File: src/rtl/enc8_3_pend_pkg.sv
// Shared definitions for the 8-to-3 select path: widths plus the priority and
// lowest-set-bit helpers reused by the interrupt and select logic.
package enc8_3_pend_pkg;

    localparam int ENC_W = 3;
    localparam int REQ_N = 8;

    // Lowest index wins; returns 0 when nothing is set.
    function automatic logic [ENC_W-1:0] prienc8(input logic [REQ_N-1:0] v);
        logic [ENC_W-1:0] c;
        c = '0;
        for (int i = REQ_N - 1; i >= 0; i--) begin
            if (v[i]) c = ENC_W'(i);
        end
        return c;
    endfunction

    function automatic logic [REQ_N-1:0] lsb_onehot8(input logic [REQ_N-1:0] v);
        return v & (~v + REQ_N'(1));
    endfunction

endpackage

File: src/rtl/enc8_3_pend_prienc8_3.sv
// Combinational lowest-index priority encoder: code of the first set bit and
// an any-set flag.
module prienc8_3
    import enc8_3_pend_pkg::*;
(
    input  logic [REQ_N-1:0] vec,
    output logic [ENC_W-1:0] code,
    output logic             any
);

    assign code = prienc8(vec);
    assign any  = |vec;

endmodule

File: src/rtl/enc8_3_pend.sv
// Registered 8-to-3 priority encoder with sticky pending requests; each
// acknowledged code clears exactly its own pending bit.
module enc8_3_pend
    import enc8_3_pend_pkg::*;
(
    input  logic             clock,
    input  logic             reset,
    input  logic             en,
    input  logic [REQ_N-1:0] req,
    input  logic [REQ_N-1:0] mask,
    input  logic             ack,
    output logic [ENC_W-1:0] code,
    output logic             valid,
    output logic [REQ_N-1:0] pending,
    output logic [REQ_N-1:0] onehot
);

    logic [REQ_N-1:0] set;
    logic [REQ_N-1:0] clr;
    logic [REQ_N-1:0] pnext;
    logic [ENC_W-1:0] code_nxt;
    logic             any_nxt;

    assign set = req & mask & {REQ_N{en}};
    assign clr = onehot & {REQ_N{ack & valid}};
    // Set is OR-ed after the clear so a fresh request on the acked bit survives.
    assign pnext = (pending & ~clr) | set;

    prienc8_3 u_prienc (
        .vec  (pnext),
        .code (code_nxt),
        .any  (any_nxt)
    );

    always_ff @(posedge clock) begin
        if (reset) begin
            pending <= '0;
            code    <= '0;
            valid   <= 1'b0;
            onehot  <= '0;
        end else begin
            pending <= pnext;
            code    <= code_nxt;
            valid   <= any_nxt;
            onehot  <= lsb_onehot8(pnext);
        end
    end

endmodule

File: config.mk
export PLATFORM = sky130hd
export DESIGN_NAME = enc8_3_pend
export DESIGN_NICKNAME = d
export VERILOG_FILES = /design/src/rtl/enc8_3_pend_pkg.sv /design/src/rtl/enc8_3_pend_prienc8_3.sv /design/src/rtl/enc8_3_pend.sv
export SDC_FILE = /design/constraint.sdc
export NUM_CORES = 1
export LEC_CHECK = 0
export CORE_UTILIZATION = 40
export DETAILED_ROUTE_END_ITERATION = 6
export PLACE_DENSITY = 0.89
export SYNTH_ARGS = -nofsm -noshare
export SYNTH_HDL_FRONTEND = slang
export SYNTH_SLANG_ARGS = --single-unit
File: constraint.sdc
create_clock -name clock -period 2.6 [get_ports clock]
set_input_delay 0.26 -clock clock [delete_from_list [all_inputs] [get_ports clock]]
set_output_delay 0.26 -clock clock [all_outputs]
set_load 0.01 [all_outputs]
==> flow_metrics.tcl <==
set metrics [dict create \
    drt-initial-drc-count 30 \
    global_route.usage.total_pct 19.5 \
    post-cts-setup-buffers 0 \
    cts_repair_resize_count 0 \
    share_clk_of_total_power_pct 24.6 \
    power.share.switching_pct 26.5 \
    power_internal_mw 0.444 \
    numCtsBuffers 3 \
    post_synthesis_cell_type_with_the_largest_combined_area "sky130_fd_sc_hd__dfxtp_1" \
    max_cap_violations 0 \
    yosys_most_used_dff "sky130_fd_sc_hd__dfxtp_1" \
    synth_nets 95 \
    synth-seq-area-share_pct 51.0 \
    post-synth-top-area-fraction_pct 51.0 \
    drive_gt1_share_pct 7.96 \
    viasPerCell 5.20 \
    worst_ep_required_time_ns 2.82 \
    syn_avg_cell_area_um2 9.94 \
    seq_power_share_pct 53.1 \
    drc_errors 0 \
    power.leakage_nw 0.422 \
    fp.dieH_um 45.2 \
    status "finished clean" \
    pwr-share-comb_pct 22.3 \
    max_clock_buf_depth 2 \
    postSynth.asyncResetShare_pct 0 \
    worstSetupStartpointType "input pin" \
    fill_cells 138 \
    final_nets 134 \
    dieWidth_um 45.2 \
    end_kind "register" \
    gp_routability_congestion 0.758 \
    cts_htree_levels 1 \
    final.setup.tns_ns 0 \
    finalMaxSlewViolations 0 \
    yosys_register_bits 19 \
    min_period_ns 1.81 \
    post-dp-hpwl_mm 1.44 \
    timing.final.setup_violations 0 \
    final_min_period_over_clock_period_pct 69.4 \
    multiInputGateArea_um2 327 \
    max-slew-margin-rel_pct 64.3 \
    wl_per_cell_um 13.4 \
    clk_root_buffer_cell "sky130_fd_sc_hd__clkbuf_4" \
    synth.lib_cells_used.distinct 26 \
    grt_start_max_net_pins 12 \
    vias 718 \
    critical_path.max_fanout 8 \
    floorplan.die_area_um2 2040 \
    antennaDiodeCount 0 \
    timing.clock.skew_ns 0.00280 \
    worstMarginPinSlew_ns 0.535 \
    num_rows 15 \
    criticalPathCategory "in2reg" \
    finalHoldViolations 0 \
    arrival_ns 2.03 \
    power-per-cell-area_nw_per_um2 521 \
    area_growth_syn_to_layout_pct 55.4 \
    worst_ir_drop_vdd_uv 308 \
    grt_first_pass_wirelength_mm 2.82 \
    final_area_um2 1160 \
    ff_latch_area_um2 380 \
    design.portCount 40 \
    placed_cell_area_um2 1130 \
    fmax_ghz 0.554 \
    number_of_antenna_violations_at_the_first_check_in_global_routing 0 \
    clock_latency_ns 0.30 \
    first_global_vias 669 \
    post_synth_instance_area_um2 746 \
    synth-warning-count 0 \
    cts_tree "built" \
    layout.cells.most_common_list "sky130_fd_sc_hd__clkdlybuf4s50_1 (39), sky130_fd_sc_hd__dfxtp_1 (19), sky130_fd_sc_hd__nor2_1 (13)" \
    post_synth_main_area_contributors "sky130_fd_sc_hd__dfxtp_1 (51%), sky130_fd_sc_hd__a32oi_1 (8.2%), sky130_fd_sc_hd__nor2_1 (6.5%)" \
    hold_buffer_count_at_cts 0 \
    post_synth_edffs 0 \
    switching_power_mw 0.160 \
    reg2reg_slack_ns 0.88 \
    cts_num_sinks 19 \
    grt_overflow_total 0 \
    drt_pass1_iterations 4 \
    drt-total-wl_mm 1.85 \
    core_um2 1750 \
    worstHoldPathType "reg2reg" \
    post_synth_inst_count 75 \
    start_util_pct 42.7 \
    io_buffers 39 \
    ant_nets 0 \
    grt_setup_unrepaired "no" \
    clk_transition_reported_paths_ns 0.10 \
    most_common_cell_after_layout_fill_and_taps_aside "sky130_fd_sc_hd__clkdlybuf4s50_1" \
]
==> through the flow <==
step                setup slack (ns)  cells  utilization [%]  hold WS (ns)  power, mW
global route                   0.660    138             66.4         0.604      0.631
finish                         0.795    138             66.4         0.572      0.603
global placement               0.611    134             64.9         0.546      0.458
detailed placement             0.526    134             64.9         0.551      0.461
floorplan                       1.09     75                -         0.461      0.388
CTS                            0.833    138             66.4         0.578      0.606
==> metal layers <==
metal | track usage, % | routed length, µm
met5 | 0 | 0
met3 | 4.00 | 104
met2 | 30.1 | 882
met4 | 10.9 | 27
met1 | 25.3 | 835
==> synthesized netlist by cell type, types with 2 or more instances <==
cell                       n
sky130_fd_sc_hd__a21oi_1   2
sky130_fd_sc_hd__a22o_1    2
sky130_fd_sc_hd__a32oi_1   7
sky130_fd_sc_hd__buf_4     2
sky130_fd_sc_hd__dfxtp_1  19
sky130_fd_sc_hd__nand2_1   5
sky130_fd_sc_hd__nand3_1   7
sky130_fd_sc_hd__nor2_1   13
==> cells by family after synthesis <==
| logic type | after synthesis | share of synthesized area [%] |
|---|---|---|
| buffers and inverters | 6 | 5.20 |
| AO/OA/AOI/OAI | 16 | 18.8 |
| flip-flops | 19 | 51.0 |
| AND/OR/NAND/NOR | 34 | 25.0 |
==> power groups by stage <==
stage,Sequential (mW),Combinational (mW),Clock (mW)
2_1_floorplan,0.331,0.0574,0
3_3_place_gp,0.326,0.132,0
3_5_place_dp,0.327,0.134,0
4_1_cts,0.320,0.135,0.151
5_1_grt,0.322,0.145,0.164
6_report,0.320,0.135,0.149
==> area by class of cell <==
type | instances | area share, %
Inverter | 1 | 0.324
Multi-Input combinational cell | 50 | 28.2
Sequential cell | 19 | 32.8
Clock buffer | 4 | 2.27
Timing Repair Buffer | 39 | 33.7
Tap cell | 25 | 2.70
==> state kept, by name, indices dropped and copies added, names as in the netlist <==
name and flops:
pending 8, onehot 7, valid 1, code 3
==> worst paths after layout <==
kind,start,endpoint,cells after the start
setup / recovery,ack,onehot[7],5
hold / removal,pending[1],pending[1],2
setup reg to reg,valid,onehot[7],4
hold reg to reg,pending[1],pending[1],2
==> critical path, stage by stage <==
cell,delay (ns)
sky130_fd_sc_hd__clkdlybuf4s50_1,0.66
sky130_fd_sc_hd__nand3_2,0.13
sky130_fd_sc_hd__a222oi_1,0.56
sky130_fd_sc_hd__nand2b_2,0.19
sky130_fd_sc_hd__nor4b_2,0.23
No activity file was read; power rests on OpenSTA's default activity.
